**src/rtl/gpio_ctl_pkg.sv**
```systemverilog
// Shared definitions for the GPIO controller: register offsets, AXI response
// codes, FSM state encodings and the byte-strobe expansion helper.
package gpio_ctl_pkg;

    localparam logic [2:0] REG_ODATA      = 3'd0;
    localparam logic [2:0] REG_OENABLE    = 3'd1;
    localparam logic [2:0] REG_IDATA      = 3'd2;
    localparam logic [2:0] REG_IRQ_EN     = 3'd3;
    localparam logic [2:0] REG_IRQ_EDGE   = 3'd4;
    localparam logic [2:0] REG_IRQ_STATUS = 3'd5;

    localparam logic [1:0] RESP_OKAY   = 2'b00;
    localparam logic [1:0] RESP_SLVERR = 2'b10;

    typedef enum logic [3:0] {
        W_IDLE   = 4'b0001,
        W_HAVE_A = 4'b0010,
        W_HAVE_D = 4'b0100,
        W_RESP   = 4'b1000
    } wstate_e;

    typedef enum logic [1:0] {
        R_IDLE = 2'b01,
        R_RESP = 2'b10
    } rstate_e;

    // Expand a 4-bit byte strobe into a 32-bit bit mask.
    function automatic logic [31:0] strb_mask(input logic [3:0] strb);
        logic [31:0] m;
        for (int k = 0; k < 4; k++) begin
            m[8*k +: 8] = {8{strb[k]}};
        end
        return m;
    endfunction

endpackage

```
**src/rtl/gpio_ctl_if.sv**
```systemverilog
// AXI4-Lite control port of the GPIO controller.
interface gpio_ctl_if;
    logic        awvalid;
    logic        awready;
    logic [31:0] awaddr;
    logic [2:0]  awprot;
    logic        wvalid;
    logic        wready;
    logic [31:0] wdata;
    logic [3:0]  wstrb;
    logic        bvalid;
    logic        bready;
    logic [1:0]  bresp;
    logic        arvalid;
    logic        arready;
    logic [31:0] araddr;
    logic [2:0]  arprot;
    logic        rvalid;
    logic        rready;
    logic [31:0] rdata;
    logic [1:0]  rresp;

    modport master (
        output awvalid, awaddr, awprot, wvalid, wdata, wstrb, bready,
               arvalid, araddr, arprot, rready,
        input  awready, wready, bvalid, bresp, arready, rvalid, rdata, rresp
    );

    modport slave (
        input  awvalid, awaddr, awprot, wvalid, wdata, wstrb, bready,
               arvalid, araddr, arprot, rready,
        output awready, wready, bvalid, bresp, arready, rvalid, rdata, rresp
    );
endinterface

```
**src/rtl/gpio_sync.sv**
```systemverilog
// Input pin synchroniser followed by a one-flop history stage for edge detection.
module gpio_sync #(
    parameter int N           = 6,
    parameter int SYNC_STAGES = 2
) (
    input  logic         clk,
    input  logic         reset_n,
    input  logic [N-1:0] idata,
    output logic [N-1:0] isync,
    output logic [N-1:0] rise,
    output logic [N-1:0] fall
);
    logic [N-1:0] sync_q [SYNC_STAGES];
    logic [N-1:0] sync_d [SYNC_STAGES];
    logic [N-1:0] iprev_q;
    logic [N-1:0] iprev_d;

    // Shift the raw pin sample down the chain; iprev holds last cycle's synchronised value.
    always_comb begin
        sync_d[0] = idata;
        for (int i = 1; i < SYNC_STAGES; i++) begin
            sync_d[i] = sync_q[i-1];
        end
        iprev_d = sync_q[SYNC_STAGES-1];
    end

    // Synchroniser and history flops, cleared on reset.
    always_ff @(posedge clk or negedge reset_n) begin
        if (!reset_n) begin
            for (int i = 0; i < SYNC_STAGES; i++) begin
                sync_q[i] <= '0;
            end
            iprev_q <= '0;
        end else begin
            sync_q  <= sync_d;
            iprev_q <= iprev_d;
        end
    end

    assign isync = sync_q[SYNC_STAGES-1];
    assign rise  = isync & ~iprev_q;
    assign fall  = ~isync & iprev_q;
endmodule

```
**src/rtl/gpio_ctl.sv**
```systemverilog
// AXI4-Lite GPIO controller: N output/enable pins, synchronised inputs and
// per-pin edge interrupts behind independent write and read FSMs.
module gpio_ctl
    import gpio_ctl_pkg::*;
#(
    parameter int N           = 6,
    parameter int SYNC_STAGES = 2
) (
    input  logic         clk,
    input  logic         reset_n,
    gpio_ctl_if.slave    t_ctrl,
    output logic [N-1:0] odata,
    output logic [N-1:0] oenable,
    input  logic [N-1:0] idata,
    output logic         irq
);
    wstate_e      wstate_q;
    logic         awready_q, wready_q, bvalid_q;
    logic [1:0]   bresp_q;
    logic [2:0]   waddr_q;
    logic [N-1:0] wdata_q;
    logic [3:0]   wstrb_q;

    rstate_e      rstate_q;
    logic         arready_q, rvalid_q;
    logic [31:0]  rdata_q;
    logic [1:0]   rresp_q;

    logic [N-1:0] odata_q, odata_d, oenable_q, oenable_d;
    logic [N-1:0] irq_en_q, irq_en_d, irq_edge_q, irq_edge_d;
    logic [N-1:0] irq_status_q, irq_status_d;
    logic         irq_q, irq_d;

    logic [N-1:0] isync, rise, fall, edge_set;
    logic         aw_hs, w_hs, ar_hs, wr_fire;
    logic [2:0]   wr_off;
    logic [N-1:0] wr_data, wr_mask, w1c_mask;
    logic [3:0]   wr_strb;
    logic [1:0]   wr_resp;
    logic [31:0]  strb_bits;
    logic [31:0]  rd_data;
    logic [1:0]   rd_resp;
    logic         unused_bits;

    function automatic logic [N-1:0] merge(input logic [N-1:0] old_v,
                                           input logic [N-1:0] new_v,
                                           input logic [N-1:0] mask);
        return (old_v & ~mask) | (new_v & mask);
    endfunction

    gpio_sync #(.N(N), .SYNC_STAGES(SYNC_STAGES)) u_sync (
        .clk     (clk),
        .reset_n (reset_n),
        .idata   (idata),
        .isync   (isync),
        .rise    (rise),
        .fall    (fall)
    );

    assign aw_hs = t_ctrl.awvalid & awready_q;
    assign w_hs  = t_ctrl.wvalid & wready_q;
    assign ar_hs = t_ctrl.arvalid & arready_q;

    // Decide whether the write completes this cycle; address/data come live from the bus when handshaking now.
    always_comb begin
        case (wstate_q)
            W_IDLE:   wr_fire = aw_hs & w_hs;
            W_HAVE_A: wr_fire = w_hs;
            W_HAVE_D: wr_fire = aw_hs;
            default:  wr_fire = 1'b0;
        endcase
        wr_off    = aw_hs ? t_ctrl.awaddr[4:2] : waddr_q;
        wr_data   = w_hs ? t_ctrl.wdata[N-1:0] : wdata_q;
        wr_strb   = w_hs ? t_ctrl.wstrb : wstrb_q;
        strb_bits = strb_mask(wr_strb);
        wr_mask   = strb_bits[N-1:0];
        wr_resp   = (wr_off > REG_IRQ_STATUS) ? RESP_SLVERR : RESP_OKAY;
    end

    // Register file next state; an edge event overrides a simultaneous W1C clear.
    always_comb begin
        odata_d    = odata_q;
        oenable_d  = oenable_q;
        irq_en_d   = irq_en_q;
        irq_edge_d = irq_edge_q;
        w1c_mask   = '0;
        if (wr_fire) begin
            case (wr_off)
                REG_ODATA:      odata_d    = merge(odata_q, wr_data, wr_mask);
                REG_OENABLE:    oenable_d  = merge(oenable_q, wr_data, wr_mask);
                REG_IRQ_EN:     irq_en_d   = merge(irq_en_q, wr_data, wr_mask);
                REG_IRQ_EDGE:   irq_edge_d = merge(irq_edge_q, wr_data, wr_mask);
                REG_IRQ_STATUS: w1c_mask   = wr_data & wr_mask;
                default:        ;
            endcase
        end
        edge_set     = (irq_edge_q & rise) | (~irq_edge_q & fall);
        irq_status_d = (irq_status_q & ~w1c_mask) | edge_set;
        irq_d        = |(irq_status_q & irq_en_q);
    end

    // Register file and interrupt output flops.
    always_ff @(posedge clk or negedge reset_n) begin
        if (!reset_n) begin
            odata_q      <= '0;
            oenable_q    <= '0;
            irq_en_q     <= '0;
            irq_edge_q   <= '0;
            irq_status_q <= '0;
            irq_q        <= 1'b0;
        end else begin
            odata_q      <= odata_d;
            oenable_q    <= oenable_d;
            irq_en_q     <= irq_en_d;
            irq_edge_q   <= irq_edge_d;
            irq_status_q <= irq_status_d;
            irq_q        <= irq_d;
        end
    end

    // Write FSM: latch AW and W independently, respond once both have arrived.
    always_ff @(posedge clk or negedge reset_n) begin
        if (!reset_n) begin
            wstate_q  <= W_IDLE;
            awready_q <= 1'b1;
            wready_q  <= 1'b1;
            bvalid_q  <= 1'b0;
            bresp_q   <= RESP_OKAY;
            waddr_q   <= '0;
            wdata_q   <= '0;
            wstrb_q   <= '0;
        end else begin
            if (aw_hs) waddr_q <= t_ctrl.awaddr[4:2];
            if (w_hs) begin
                wdata_q <= t_ctrl.wdata[N-1:0];
                wstrb_q <= t_ctrl.wstrb;
            end
            if (wr_fire) begin
                wstate_q  <= W_RESP;
                awready_q <= 1'b0;
                wready_q  <= 1'b0;
                bvalid_q  <= 1'b1;
                bresp_q   <= wr_resp;
            end else begin
                case (wstate_q)
                    W_IDLE: begin
                        if (aw_hs) begin
                            wstate_q  <= W_HAVE_A;
                            awready_q <= 1'b0;
                        end else if (w_hs) begin
                            wstate_q <= W_HAVE_D;
                            wready_q <= 1'b0;
                        end
                    end
                    W_HAVE_A, W_HAVE_D: ;
                    W_RESP: begin
                        if (t_ctrl.bready) begin
                            wstate_q  <= W_IDLE;
                            awready_q <= 1'b1;
                            wready_q  <= 1'b1;
                            bvalid_q  <= 1'b0;
                        end
                    end
                    default: begin
                        wstate_q  <= W_IDLE;
                        awready_q <= 1'b1;
                        wready_q  <= 1'b1;
                        bvalid_q  <= 1'b0;
                    end
                endcase
            end
        end
    end

    // Read data mux on the live AR address; unmapped offsets read zero with SLVERR.
    always_comb begin
        rd_resp = RESP_OKAY;
        case (t_ctrl.araddr[4:2])
            REG_ODATA:      rd_data = 32'(odata_q);
            REG_OENABLE:    rd_data = 32'(oenable_q);
            REG_IDATA:      rd_data = 32'(isync);
            REG_IRQ_EN:     rd_data = 32'(irq_en_q);
            REG_IRQ_EDGE:   rd_data = 32'(irq_edge_q);
            REG_IRQ_STATUS: rd_data = 32'(irq_status_q);
            default: begin
                rd_data = '0;
                rd_resp = RESP_SLVERR;
            end
        endcase
    end

    // Read FSM: capture data on the AR handshake and hold it until accepted.
    always_ff @(posedge clk or negedge reset_n) begin
        if (!reset_n) begin
            rstate_q  <= R_IDLE;
            arready_q <= 1'b1;
            rvalid_q  <= 1'b0;
            rdata_q   <= '0;
            rresp_q   <= RESP_OKAY;
        end else begin
            case (rstate_q)
                R_IDLE: begin
                    if (ar_hs) begin
                        rstate_q  <= R_RESP;
                        arready_q <= 1'b0;
                        rvalid_q  <= 1'b1;
                        rdata_q   <= rd_data;
                        rresp_q   <= rd_resp;
                    end
                end
                R_RESP: begin
                    if (t_ctrl.rready) begin
                        rstate_q  <= R_IDLE;
                        arready_q <= 1'b1;
                        rvalid_q  <= 1'b0;
                    end
                end
                default: begin
                    rstate_q  <= R_IDLE;
                    arready_q <= 1'b1;
                    rvalid_q  <= 1'b0;
                end
            endcase
        end
    end

    assign t_ctrl.awready = awready_q;
    assign t_ctrl.wready  = wready_q;
    assign t_ctrl.bvalid  = bvalid_q;
    assign t_ctrl.bresp   = bresp_q;
    assign t_ctrl.arready = arready_q;
    assign t_ctrl.rvalid  = rvalid_q;
    assign t_ctrl.rdata   = rdata_q;
    assign t_ctrl.rresp   = rresp_q;
    assign odata          = odata_q;
    assign oenable        = oenable_q;
    assign irq            = irq_q;

    // Address bits outside [4:2], prot fields and data bits above N carry no meaning here.
    assign unused_bits = ^{t_ctrl.awaddr, t_ctrl.araddr, t_ctrl.awprot, t_ctrl.arprot,
                           t_ctrl.wdata, strb_bits};
endmodule

```
**src/flat_wrapper.sv**
```systemverilog
// flat-port wrapper written by rule: the top's interface ports become plain ports
module gpio_ctl_flat import gpio_ctl_pkg::*;
#(
    parameter int N           = 6,
    parameter int SYNC_STAGES = 2
)
  (clk, reset_n, odata, oenable, idata, irq, t_ctrl_awvalid, t_ctrl_awaddr, t_ctrl_awprot, t_ctrl_wvalid, t_ctrl_wdata, t_ctrl_wstrb, t_ctrl_bready, t_ctrl_arvalid, t_ctrl_araddr, t_ctrl_arprot, t_ctrl_rready, t_ctrl_awready, t_ctrl_wready, t_ctrl_bvalid, t_ctrl_bresp, t_ctrl_arready, t_ctrl_rvalid, t_ctrl_rdata, t_ctrl_rresp);
  gpio_ctl_if t_ctrl_i ();
  input  logic clk;
  input  logic reset_n;
  output logic [N-1:0] odata;
  output logic [N-1:0] oenable;
  input  logic [N-1:0] idata;
  output logic irq;
  input wire logic [$bits(t_ctrl_i.awvalid)-1:0] t_ctrl_awvalid;
  input wire logic [$bits(t_ctrl_i.awaddr)-1:0] t_ctrl_awaddr;
  input wire logic [$bits(t_ctrl_i.awprot)-1:0] t_ctrl_awprot;
  input wire logic [$bits(t_ctrl_i.wvalid)-1:0] t_ctrl_wvalid;
  input wire logic [$bits(t_ctrl_i.wdata)-1:0] t_ctrl_wdata;
  input wire logic [$bits(t_ctrl_i.wstrb)-1:0] t_ctrl_wstrb;
  input wire logic [$bits(t_ctrl_i.bready)-1:0] t_ctrl_bready;
  input wire logic [$bits(t_ctrl_i.arvalid)-1:0] t_ctrl_arvalid;
  input wire logic [$bits(t_ctrl_i.araddr)-1:0] t_ctrl_araddr;
  input wire logic [$bits(t_ctrl_i.arprot)-1:0] t_ctrl_arprot;
  input wire logic [$bits(t_ctrl_i.rready)-1:0] t_ctrl_rready;
  output wire logic [$bits(t_ctrl_i.awready)-1:0] t_ctrl_awready;
  output wire logic [$bits(t_ctrl_i.wready)-1:0] t_ctrl_wready;
  output wire logic [$bits(t_ctrl_i.bvalid)-1:0] t_ctrl_bvalid;
  output wire logic [$bits(t_ctrl_i.bresp)-1:0] t_ctrl_bresp;
  output wire logic [$bits(t_ctrl_i.arready)-1:0] t_ctrl_arready;
  output wire logic [$bits(t_ctrl_i.rvalid)-1:0] t_ctrl_rvalid;
  output wire logic [$bits(t_ctrl_i.rdata)-1:0] t_ctrl_rdata;
  output wire logic [$bits(t_ctrl_i.rresp)-1:0] t_ctrl_rresp;
  assign t_ctrl_i.awvalid = t_ctrl_awvalid;
  assign t_ctrl_i.awaddr = t_ctrl_awaddr;
  assign t_ctrl_i.awprot = t_ctrl_awprot;
  assign t_ctrl_i.wvalid = t_ctrl_wvalid;
  assign t_ctrl_i.wdata = t_ctrl_wdata;
  assign t_ctrl_i.wstrb = t_ctrl_wstrb;
  assign t_ctrl_i.bready = t_ctrl_bready;
  assign t_ctrl_i.arvalid = t_ctrl_arvalid;
  assign t_ctrl_i.araddr = t_ctrl_araddr;
  assign t_ctrl_i.arprot = t_ctrl_arprot;
  assign t_ctrl_i.rready = t_ctrl_rready;
  assign t_ctrl_awready = t_ctrl_i.awready;
  assign t_ctrl_wready = t_ctrl_i.wready;
  assign t_ctrl_bvalid = t_ctrl_i.bvalid;
  assign t_ctrl_bresp = t_ctrl_i.bresp;
  assign t_ctrl_arready = t_ctrl_i.arready;
  assign t_ctrl_rvalid = t_ctrl_i.rvalid;
  assign t_ctrl_rdata = t_ctrl_i.rdata;
  assign t_ctrl_rresp = t_ctrl_i.rresp;
  gpio_ctl #(.N(N), .SYNC_STAGES(SYNC_STAGES)) u_core (.clk(clk), .reset_n(reset_n), .t_ctrl(t_ctrl_i), .odata(odata), .oenable(oenable), .idata(idata), .irq(irq));
endmodule
```
**config.mk**
```make
export PLATFORM = sky130hd
export DESIGN_NAME = gpio_ctl_flat
export DESIGN_NICKNAME = d
export VERILOG_FILES = /design/src/rtl/gpio_ctl_pkg.sv /design/src/rtl/gpio_ctl_if.sv /design/src/rtl/gpio_sync.sv /design/src/rtl/gpio_ctl.sv /design/src/flat_wrapper.sv
export SDC_FILE = /design/constraint.sdc
export NUM_CORES = 1
export LEC_CHECK = 0
export CAP_MARGIN = 10
export CELL_PAD_IN_SITES_DETAIL_PLACEMENT = 2
export CELL_PAD_IN_SITES_GLOBAL_PLACEMENT = 2
export CORE_MARGIN = 8
export CORE_UTILIZATION = 24
export CTS_CLUSTER_SIZE = 40
export DETAILED_ROUTE_END_ITERATION = 12
export GPL_TIMING_DRIVEN = 0
export PLACE_DENSITY = 0.89
export SLEW_MARGIN = 20
export SYNTH_ARGS = -nofsm -noshare
export SYNTH_HDL_FRONTEND = slang
export SYNTH_SLANG_ARGS = --single-unit
```
**constraint.sdc**
```tcl
create_clock -name clk -period 2.8 [get_ports clk]
set_input_delay 0.42 -clock clk [delete_from_list [all_inputs] [get_ports clk]]
set_output_delay 0.42 -clock clk [all_outputs]
set_load 0.05 [all_outputs]
```
==> reports/metrics.csv, run 1 <==
stage,metric,value,unit
status,result of the run,finished clean,
floorplanning,number of placed I/O pins,173,
worst_setup_path,cell chain of the critical path,clkdlybuf4s50_1 -> nand2_1 -> mux2i_1 -> inv_1 -> o2111ai_1 -> mux2_2,
route,per-cell via count in the routed design,4.37,
pwr,Sw Ratio,40.0,%
synthesis,Avg Inst Size Synth,11.8,um2
sta,share of the cycle needed by the critical path after routing,88.4,%
cells_and_area,proportion of layout cells with a drive suffix above 1,25.4,%
sta,final worst hold slack,0.0195,ns
floorplanning,floorplan die area,18700,um2
synthesis,count of mapped cells out of synthesis,296,
synthesis,part of the Yosys area used for sequential elements,54.5,%
synthesis,Yosys top cell area share,51.5,%
clock_network,cells resized by post-CTS repair,0,
global_routing,vias in the first global route,2947,
sta,Max Clock Skew,0.0141,ns
route,total routed wirelength,10.4,mm
pwr,switching power total,0.00201,W
synthesis,count of cell types in the netlist,47,
sta,RSZ-0062 raised after global routing,no,
cells_and_area,antenna cells,0,
sta,final count of pins violating max slew,0,
route,ANT nets after route,0,
global_routing,antenna violations before repair,0,
global_routing,largest net degree at the start of global routing,45,
cells_and_area,"Design Area, Final",4680,um2
floorplanning,area of the core,14400,um2
worst_setup_path,Worst Reg-to-Reg Cells,6,
worst_setup_path,critical path capture point type,flop,
pwr,PwrDens,1070,nW/um2
sta,setup violators final,0,
route,wire length per cell,18.1,um
clock_network,Clock Pin Slew Worst Setup and Hold Paths,0.06,ns
sta,worst max-slew margin expressed relative to the limit,40.0,%
synthesis,synthesis-stage register bit count,76,
global_routing,wire length of the first global-routing pass,16.4,mm
clock_network,library cell used as clock root buffer,sky130_fd_sc_hd__clkbuf_16,
clock_network,CTS H-tree depth,3,
clock_network,worst-skew pair later-pin latency,0.35,ns
sta,maximum achievable frequency,404,MHz
worst_setup_path,largest fanout on the critical path,9,
cells_and_area,Layout area overhead,33.8,%
floorplanning,starting density of the core,24.4,%
worst_setup_path,WP data arrival,2.70,ns
sta,final critical delay including setup and external delays,2.48,ns
route,drc violations,0,
global_routing,remaining global-route overflow,0,
pwr,share of total power in combinational logic,40.0,%
route,detailed route wirelength on metal2,5.45,mm
pwr,P_int,0.00300,W
worst_setup_path,Setup crit start kind,input pin,
route,number of DRC markers in iteration 0,64,
pwr,part of the total power dissipated in the clock network,25.6,%
cells_and_area,fin util,32.6,%
place,gpl congestion,0.785,
synthesis,Area contributors post-synth,"sky130_fd_sc_hd__dfrtp_1, sky130_fd_sc_hd__mux2_2, sky130_fd_sc_hd__buf_4",
worst_setup_path,largest incremental delay on the critical path,0.45,ns
worst_setup_path,CP Data Required Time,3.02,ns
worst_setup_path,Levels on crit path,6,
place,# placed instances,558,
route,top metal layer carrying routed signals,met4,
worst_setup_path,cell with the biggest individual delay on the critical path,sky130_fd_sc_hd__clkdlybuf4s50_1,
clock_network,Post-CTS Hold Buffers,0,
clock_network,clock sink total,76,
synthesis,post-synthesis instance area,3500,um2
place,total of buffers placed on input and output ports,50,
clock_network,maximum root-to-sink buffer count,2,
global_routing,overall fraction of global-route tracks in use,11.6,%
route,total via count after detailed routing,2508,
run,count of maximum capacitance violations,0,
synthesis,Synth area leader,sky130_fd_sc_hd__dfrtp_1,
route,M1 wire length,4.26,mm
place,post-detailed-placement half-perimeter wirelength,7.81,mm
floorplanning,standard-cell rows,44,
floorplanning,horizontal die dimension,137,um
cells_and_area,nets,504,
pwr,VDD IR-drop max,0.343,mV
sta,final hold viol count,0,
synthesis,yosys synthesis warning count,0,
pwr,leakage power,2.18,nW
sta,Worst Tran Pin Value,0.898,ns
floorplanning,Die Span Y,137,um
worst_setup_path,worst setup path class,in2reg,
worst_hold_path,HP Class,in2async,
place,Placed Instance Area,4360,um2
clock_network,number of buffers inserted during clock tree synthesis,9,
route,total iterations of the first detailed-routing run,4,
worst_setup_path,family with the most delay on the worst path,multiplexers,
cells_and_area,non-filler instance count after layout,574,
worst_setup_path,Crit path buffers/inverters,2,
route,met3 WL,494,um
pwr,Seq pwr share,34.4,%
clock_network,clock tree from TritonCTS,yes,
clock_network,post-CTS repair timing setup buffer count,0,
[routing by layer]
| layer | track usage [%] | vias up |
|---|---|---|
| met4 | 5.06 | 0 |
| met1 | 12.9 | 1269 |
| met2 | 20.2 | 56 |
| met5 | 0 | - |
| li1 | - | 1169 |
| met3 | 3.23 | 14 |
[cell families (layout without fill, tap and decap cells)]
logic type,Yosys count,after routing,synth area share (%)
DFF,76,76,54.5
buffers and inverters,49,116,8.72
muxes,45,45,15.5
and+or+nand+nor,74,74,11.1
AOI/OAI and AO/OA,51,51,10.0
other,1,28,0.107
[layout by cell type (no fill, tap or decap), types with 11 or more instances in the layout]
cell,synthesis,layout
sky130_fd_sc_hd__mux2_2,30,30
sky130_fd_sc_hd__clkdlybuf4s50_1,0,49
sky130_fd_sc_hd__conb_1,1,28
sky130_fd_sc_hd__nand2_1,20,20
sky130_fd_sc_hd__a22oi_1,13,13
sky130_fd_sc_hd__dfrtp_1,72,72
sky130_fd_sc_hd__o21ai_0,20,20
sky130_fd_sc_hd__nor2_1,15,15
sky130_fd_sc_hd__buf_4,28,29
sky130_fd_sc_hd__inv_1,11,11
[per-stage QoR]
stage | setup TNS [ns] | total power, W | setup WS, ns
after global placement | -103.83 | 0.00361 | -1.39
after CTS | 0 | 0.00508 | 0.237
after detailed placement | -0.847 | 0.00376 | -0.145
final | 0 | 0.00501 | 0.323
after global routing | 0 | 0.00527 | 0.144
after floorplan | 0 | 0.00304 | 0.440
[power by group through the flow]
stage	Combinational [W]	Sequential, W	Clock (W)
floorplan	0.000879	0.00216	0
global placement	0.00191	0.00170	0
detailed placement	0.00202	0.00175	0
CTS	0.00203	0.00173	0.00132
global route	0.00215	0.00177	0.00136
finish	0.00200	0.00173	0.00128
[layout make-up]
type,instances,area [um2]
fill,1518,9690
sequential,76,1910
multi-input combinational,198,1400
timing repair buffer,51,518
buffer,36,256
clock buffer,10,239
tap,184,230
clock inverter,6,86.3
inverter,13,48.8
[cell usage after synthesis (all sizes together)]
cell type	count
nor2	15
a21o	1
a22oi	13
and2	3
clkbuf	4
conb	1
buf	32
o21ai	21
o2111ai	1
a21oi	2
mux2	36
nand3	6
nor2b	1
nor4	1
a31o	1
inv	13
mux4	1
o31ai	1
or4	1
nand2b	3
and3b	5
o22a	3
o21bai	1
dfrtp	72
a32oi	1
nor3b	6
nand2	20
nand4	3
nor3	8
a31oi	1
a311oi	1
a32o	1
o2111a	1
dfstp	4
nand3b	1
nand4b	1
mux2i	8
o21a	1
o221ai	1
[path summary, 6_finish.rpt]
check                                         from                       to  slack, ns
min in group clk           u_core.u_sync.sync_d[4]   u_core.u_sync.isync[4]       0.35
setup reg to reg                u_core.wstate_q[0]   u_core.irq_status_q[3]       0.37
max in group asynchronous                  reset_n       u_core.rstate_q[0]       2.14
hold / removal                             reset_n  u_core.u_sync.sync_d[2]       0.02
hold reg to reg            u_core.u_sync.sync_d[4]   u_core.u_sync.isync[4]       0.35
setup / recovery                     t_ctrl_wvalid                     flop       0.32
(Power assumes the default switching activity.)
==> inputs of run 2 (changes only) <==
CORE_UTILIZATION = 22   (was 24)
PLACE_DENSITY = 0.84   (was 0.89)
SYNTH_HIERARCHICAL = 1   (was not set)
clock period = 2.07 ns   (was 2.8 ns; I/O delays follow)
==> reports/metrics.csv, run 2 <==
stage,metric,value,unit
worst_setup_path,Crit path buffers/inverters,0,
sta,maximum achievable frequency,438,MHz
worst_setup_path,cell chain of the critical path,nand2_8 -> and3b_2 -> a41oi_4 -> or4b_4 -> mux2_4,
synthesis,synth cell count leaders,"sky130_fd_sc_hd__dfrtp_1, sky130_fd_sc_hd__mux2_2, sky130_fd_sc_hd__buf_4",
cells_and_area,antenna cells,0,
place,total of buffers placed on input and output ports,50,
clock_network,maximum root-to-sink buffer count,2,
cells_and_area,most frequent standard cell in the layout excluding fill and tap cells,sky130_fd_sc_hd__dfrtp_1,
global_routing,vias in the first global route,2906,
clock_network,Clock Pin Slew Worst Setup and Hold Paths,0.06,ns
pwr,Sw Ratio,38.9,%
sta,worst max-slew margin expressed relative to the limit,52.1,%
cells_and_area,filler cell count,1669,
synthesis,count of cell types in the netlist,44,
cells_and_area,Layout area overhead,42.7,%
synthesis,Area contributors post-synth,"sky130_fd_sc_hd__dfrtp_1, sky130_fd_sc_hd__mux2_2, sky130_fd_sc_hd__buf_4",
sta,share of the cycle needed by the critical path after routing,110,%
cells_and_area,proportion of layout cells with a drive suffix above 1,34.2,%
cells_and_area,"leading cell types in the layout, fill and taps excluded","sky130_fd_sc_hd__dfrtp_1, sky130_fd_sc_hd__clkdlybuf4s50_1, sky130_fd_sc_hd__buf_4",
clock_network,number of buffers inserted during clock tree synthesis,9,
run,count of maximum capacitance violations,0,
floorplanning,number of placed I/O pins,173,
synthesis,yosys synthesis warning count,6,
cells_and_area,nets,509,
sta,setup slack of the critical path after layout,-0.213,ns
route,number of DRC markers in iteration 0,127,
synthesis,count of mapped cells out of synthesis,283,
synthesis,post-synthesis instance area,3570,um2
sta,final count of pins violating max slew,0,
cells_and_area,fin util,32.1,%
synthesis,synthesis-stage register bit count,76,
route,wire length per cell,18.2,um
synthesis,part of the Yosys area used for sequential elements,53.4,%
synthesis,Yosys top cell area share,50.5,%
global_routing,wire length of the first global-routing pass,17.2,mm
worst_setup_path,family with the most delay on the worst path,simple AND/OR/NAND/NOR gates,
place,Post-Place Setup Slack,-0.636,ns
synthesis,Synth area leader,sky130_fd_sc_hd__dfrtp_1,
pwr,part of the total power dissipated in the clock network,26.0,%
pwr,switching power total,0.00276,W
sta,setup violators final,24,
floorplanning,horizontal die dimension,143,um
synthesis,dominant synthesized flop cell,sky130_fd_sc_hd__dfrtp_1,
pwr,PwrDens,1390,nW/um2
pwr,VDD IR-drop max,0.503,mV
place,post-detailed-placement half-perimeter wirelength,7.54,mm
status,violated checks,negative setup slack,
synthesis,dominant cell by count in the synthesized netlist,sky130_fd_sc_hd__dfrtp_1,
sta,Worst Tran Pin Value,0.718,ns
route,ANT nets after route,0,
clock_network,clock tree from TritonCTS,yes,
route,total routed wirelength,11.1,mm
synthesis,Async SR Flop Fraction,100,%
pwr,P_int,0.00434,W
worst_setup_path,Setup crit start kind,flop,
floorplanning,Die Span Y,143,um
pwr,leakage power,2.35,nW
route,per-cell via count in the routed design,4.16,
clock_network,CTS H-tree depth,3,
worst_setup_path,worst setup path class,reg2reg,
floorplanning,area of the core,15900,um2
pwr,Seq pwr share,32.8,%
worst_setup_path,largest fanout on the critical path,8,
worst_setup_path,CP Data Required Time,2.29,ns
global_routing,remaining global-route overflow,0,
route,total via count after detailed routing,2542,
worst_setup_path,largest incremental delay on the critical path,0.71,ns
global_routing,largest net degree at the start of global routing,58,
place,# placed instances,577,
floorplanning,starting density of the core,22.5,%
global_routing,antenna violations before repair,0,
pwr,share of total power in combinational logic,41.1,%
clock_network,library cell used as clock root buffer,sky130_fd_sc_hd__clkbuf_16,
place,gpl congestion,0.732,
status,result of the run,"finished, violations left",
sta,final hold viol count,0,
sta,RSZ-0062 raised after global routing,yes,
route,total iterations of the first detailed-routing run,4,
worst_setup_path,WP data arrival,2.50,ns
worst_hold_path,HP Class,reg2reg,
global_routing,overall fraction of global-route tracks in use,11.0,%
worst_setup_path,cell with the biggest individual delay on the critical path,sky130_fd_sc_hd__or4b_4,
floorplanning,standard-cell rows,46,
sta,Max Clock Skew,0.00791,ns
clock_network,clock sink total,76,
floorplanning,floorplan die area,20600,um2
clock_network,worst-skew pair later-pin latency,0.34,ns
synthesis,number of enable-type register cells in the synthesized netlist,0,
cells_and_area,non-filler instance count after layout,611,
synthesis,Avg Inst Size Synth,12.6,um2
worst_setup_path,critical path capture point type,flop,
sta,final critical delay including setup and external delays,2.28,ns
route,drc violations,0,
-- run 2: cell types whose count changed after synthesis, moves of 3 or more --
cell,before,now
sky130_fd_sc_hd__mux2i_1,7,16
sky130_fd_sc_hd__nor3_1,8,2
sky130_fd_sc_hd__nand3_1,6,1
sky130_fd_sc_hd__o21bai_1,1,6
sky130_fd_sc_hd__and3b_1,5,1
sky130_fd_sc_hd__nor2_1,15,12
sky130_fd_sc_hd__a22oi_1,13,4
sky130_fd_sc_hd__nor3b_1,6,1
sky130_fd_sc_hd__inv_1,11,8
sky130_fd_sc_hd__and2b_2,0,12
sky130_fd_sc_hd__mux4_2,1,5
-- run 2: metal layers --
metal / GRT usage [%] / vias to the layer above / share of wire, %
li1: - / 1150 / -
met1: 12.5 / 1316 / 42
met2: 19.2 / 57 / 52
met3: 2.36 / 19 / 4.1
met4: 5.31 / 0 / 2.4
met5: 0 / - / 0
-- run 2: final cells by class --
class	instances	area (um2)	share of cell area [%]
inverter	8	30.0	0.589
buffer	33	230	4.52
timing repair buffer	70	704	13.8
multi-input combinational	192	1600	31.3
tap	216	270	5.30
clock buffer	10	239	4.69
sequential	76	1910	37.6
clock inverter	6	111	2.19
-- run 2: worst paths after layout --
kind                                               from                    endpoint  slack [ns]  cells past startpoint
worst max-delay path              u_core/t_ctrl.awready                        flop       -0.21                      5
worst min-delay path            u_core/u_sync/sync_d[3]      u_core/u_sync/isync[3]        0.35                      0
worst max register to register    u_core/t_ctrl.awready                        flop       -0.21                      5
worst min register to register  u_core/u_sync/sync_d[3]      u_core/u_sync/isync[3]        0.35                      0
max in group asynchronous                       reset_n          u_core/rstate_q[0]        1.06                      3
min in group asynchronous                       reset_n  asynchronous set/reset pin        0.40                      2
-- run 2: repair_timing --
item | 4_1_cts | 5_1_grt
setup buffers | 12 | 6
pin swaps | 5 | 6
gates cloned | 0 | 0
hold endpoints to repair | 16 | 0
resized for setup | 11 | 8
hold buffers | 1 | 0
endpoints found under the setup margin | 32 | 33
-- run 2: through the flow --
stage / power [W] / instance area, um2 / setup TNS [ns] / hold WS, ns
6_report: 0.00709 / 5090 / -2.80 / 0.349
2_1_floorplan: 0.00408 / 3710 / -2.92 / 0.0149
5_1_grt: 0.00739 / 5090 / -3.90 / 0.354
4_1_cts: 0.00703 / 5020 / -2.94 / 0.353
3_3_place_gp: 0.00485 / 4480 / -168.03 / 0.334
3_5_place_dp: 0.00501 / 4510 / -19.25 / 0.223
-- run 2: kinds of logic after synthesis --
logic type	share of synthesized area (%)
AO/OA/AOI/OAI	7.36
flip-flops	53.4
other	0.105
AND/OR/NAND/NOR	11.8
multiplexers	19.7
buffers and inverters	7.57
-- run 2: worst register-to-register path, stage by stage, from the launching register on --
cell	delay, ns
sky130_fd_sc_hd__dfstp_4	0.64
sky130_fd_sc_hd__nand2_8	0.08
sky130_fd_sc_hd__and3b_2	0.31
sky130_fd_sc_hd__a41oi_4	0.08
sky130_fd_sc_hd__or4b_4	0.71
sky130_fd_sc_hd__mux2_4	0.34
-- run 2: power groups by stage --
stage,Combinational [W],Clock (W),Sequential (W)
detailed placement,0.00267,0,0.00233
floorplan,0.00116,0,0.00292
global route,0.00308,0.00194,0.00238
CTS,0.00282,0.00189,0.00232
finish,0.00292,0.00185,0.00233
global placement,0.00256,0,0.00228
==> inputs of run 3 (changes only) <==
CELL_PAD_IN_SITES_DETAIL_PLACEMENT = 0   (was 2)
CELL_PAD_IN_SITES_GLOBAL_PLACEMENT = 1   (was 2)
CORE_UTILIZATION = 28   (was 22)
MAX_ROUTING_LAYER = met4   (was not set)
PLACE_DENSITY = 0.86   (was 0.84)
==> reports/metrics.csv, run 3 (synthesis results as in run 2) <==
stage,metric,value,unit
status,result of the run,"finished, violations left",
status,violated checks,negative setup slack,
floorplanning,number of placed I/O pins,173,
global_routing,remaining global-route overflow,0,
route,total iterations of the first detailed-routing run,4,
worst_setup_path,WP data arrival,2.49,ns
cells_and_area,antenna cells,0,
route,ANT nets after route,0,
pwr,PwrDens,1380,nW/um2
sta,final hold viol count,0,
floorplanning,area of the core,12500,um2
place,gpl congestion,0.797,
cells_and_area,proportion of layout cells with a drive suffix above 1,34.0,%
worst_setup_path,worst setup path class,reg2reg,
cells_and_area,Layout area overhead,42.4,%
clock_network,clock sink total,76,
cells_and_area,nets,508,
cells_and_area,"Design Area, Final",5080,um2
worst_setup_path,Setup crit start kind,flop,
sta,Worst Tran Pin Value,0.666,ns
pwr,leakage power,2.36,nW
floorplanning,horizontal die dimension,129,um
floorplanning,standard-cell rows,41,
global_routing,met3 routing resource usage after global routing,2.61,%
worst_setup_path,largest fanout on the critical path,8,
sta,final count of pins violating max slew,0,
place,Placed Instance Area,4450,um2
place,# placed instances,533,
pwr,total power draw,0.00700,W
clock_network,number of buffers inserted during clock tree synthesis,9,
sta,worst max-slew margin expressed relative to the limit,55.6,%
worst_setup_path,CP Data Required Time,2.29,ns
route,number of DRC markers in iteration 0,87,
clock_network,Clock Pin Slew Worst Setup and Hold Paths,0.06,ns
clock_network,CTS H-tree depth,3,
cells_and_area,"leading cell types in the layout, fill and taps excluded","sky130_fd_sc_hd__dfrtp_1, sky130_fd_sc_hd__clkdlybuf4s50_1, sky130_fd_sc_hd__buf_4",
route,drc violations,0,
clock_network,worst-skew pair later-pin latency,0.34,ns
sta,setup violators final,18,
worst_hold_path,HP Class,reg2reg,
worst_hold_path,hold depth,0,
route,total routed wirelength,8.69,mm
cells_and_area,most frequent standard cell in the layout excluding fill and tap cells,sky130_fd_sc_hd__dfrtp_1,
floorplanning,floorplan die area,16600,um2
place,post-detailed-placement half-perimeter wirelength,6.02,mm
run,count of maximum capacitance violations,0,
place,total of buffers placed on input and output ports,50,
sta,final critical delay including setup and external delays,2.27,ns
global_routing,routing usage on met2,17.5,%
route,wire length per cell,15.4,um
pwr,VDD IR-drop max,0.388,mV
global_routing,busiest layer in global routing,met2,
global_routing,largest net degree at the start of global routing,51,
sta,RSZ-0062 raised after global routing,yes,
global_routing,antenna violations before repair,0,
route,total via count after detailed routing,2417,
clock_network,library cell used as clock root buffer,sky130_fd_sc_hd__clkbuf_16,
cells_and_area,filler cell count,1201,
sta,maximum achievable frequency,440,MHz
sta,Max Clock Skew,0.00775,ns
worst_setup_path,critical path capture point type,flop,
sta,share of the cycle needed by the critical path after routing,110,%
place,Post-Place Setup Slack,-0.605,ns
sta,setup slack of the critical path after layout,-0.200,ns
global_routing,vias in the first global route,2493,
global_routing,met1 usage,11.9,%
route,per-cell via count in the routed design,4.27,
floorplanning,Die Span Y,129,um
floorplanning,starting density of the core,28.5,%
cells_and_area,non-filler instance count after layout,566,
clock_network,maximum root-to-sink buffer count,2,
worst_setup_path,Worst Reg-to-Reg Cells,5,
global_routing,wire length of the first global-routing pass,13.3,mm
global_routing,overall fraction of global-route tracks in use,10.7,%
clock_network,clock tree from TritonCTS,yes,
run 3: cell count changes in the layout (fill, tap and decap cells not counted), sizes merged:
cell and delta:
dlygate4sd2 +1, clkdlybuf4s50 -1, clkbuf -1
run 3: per-layer routing:
layer | up-vias | wire length, um
li1 | 1148 | -
met1 | 1189 | 3670
met2 | 65 | 4450
met3 | 15 | 394
met4 | 0 | 178
met5 | - | 0
run 3: critical path, cell delays in order (launching register included):
cell and delay [ns]:
sky130_fd_sc_hd__dfstp_4 0.65, sky130_fd_sc_hd__nand2_8 0.08, sky130_fd_sc_hd__mux2_4 0.33, sky130_fd_sc_hd__nand2b_4 0.16, sky130_fd_sc_hd__or4b_4 0.60, sky130_fd_sc_hd__mux2_4 0.33
run 3: repair_timing:
item,CTS,global route
endpoints found under the setup margin,32,30
resized for setup,9,20
hold buffers,1,0
hold endpoints to repair,26,0
pin swaps,3,6
setup buffers,10,7
run 3: metrics by stage:
stage	hold slack (ns)	setup TNS (ns)	util, %
finish	0.347	-2.08	40.6
global route	0.350	-2.92	40.6
CTS	0.348	-3.45	39.3
detailed placement	0.262	-17.27	35.6
global placement	0.334	-163.39	35.4
floorplan	0.0149	-2.92	-
run 3: final cells by class:
cell class	count	area (um2)	area share (%)
sequential	76	1910	37.7
multi-input combinational	192	1640	32.3
timing repair buffer	69	704	13.9
clock buffer	10	239	4.70
buffer	33	229	4.51
tap	172	215	4.23
clock inverter	6	111	2.19
inverter	8	30.0	0.591
run 3: final timing paths:
path / from / end / slack, ns
max: u_core/t_ctrl.awready / flop / -0.20
min: u_core/u_sync/sync_d[1] / u_core/u_sync/isync[1] / 0.35
max reg2reg: u_core/t_ctrl.awready / flop / -0.20
min reg2reg: u_core/u_sync/sync_d[1] / u_core/u_sync/isync[1] / 0.35
max in group asynchronous: reset_n / u_core/rstate_q[0] / 1.01
min in group asynchronous: reset_n / u_core/u_sync/sync_d[1] / 0.44
run 3: where the power goes:
part	total (W)	switching [W]	internal [W]
clock	0.00182	0.000611	0.00121
sequential	0.00230	0.000364	0.00194
combinational	0.00287	0.00164	0.00124
total	0.00700	0.00261	0.00439
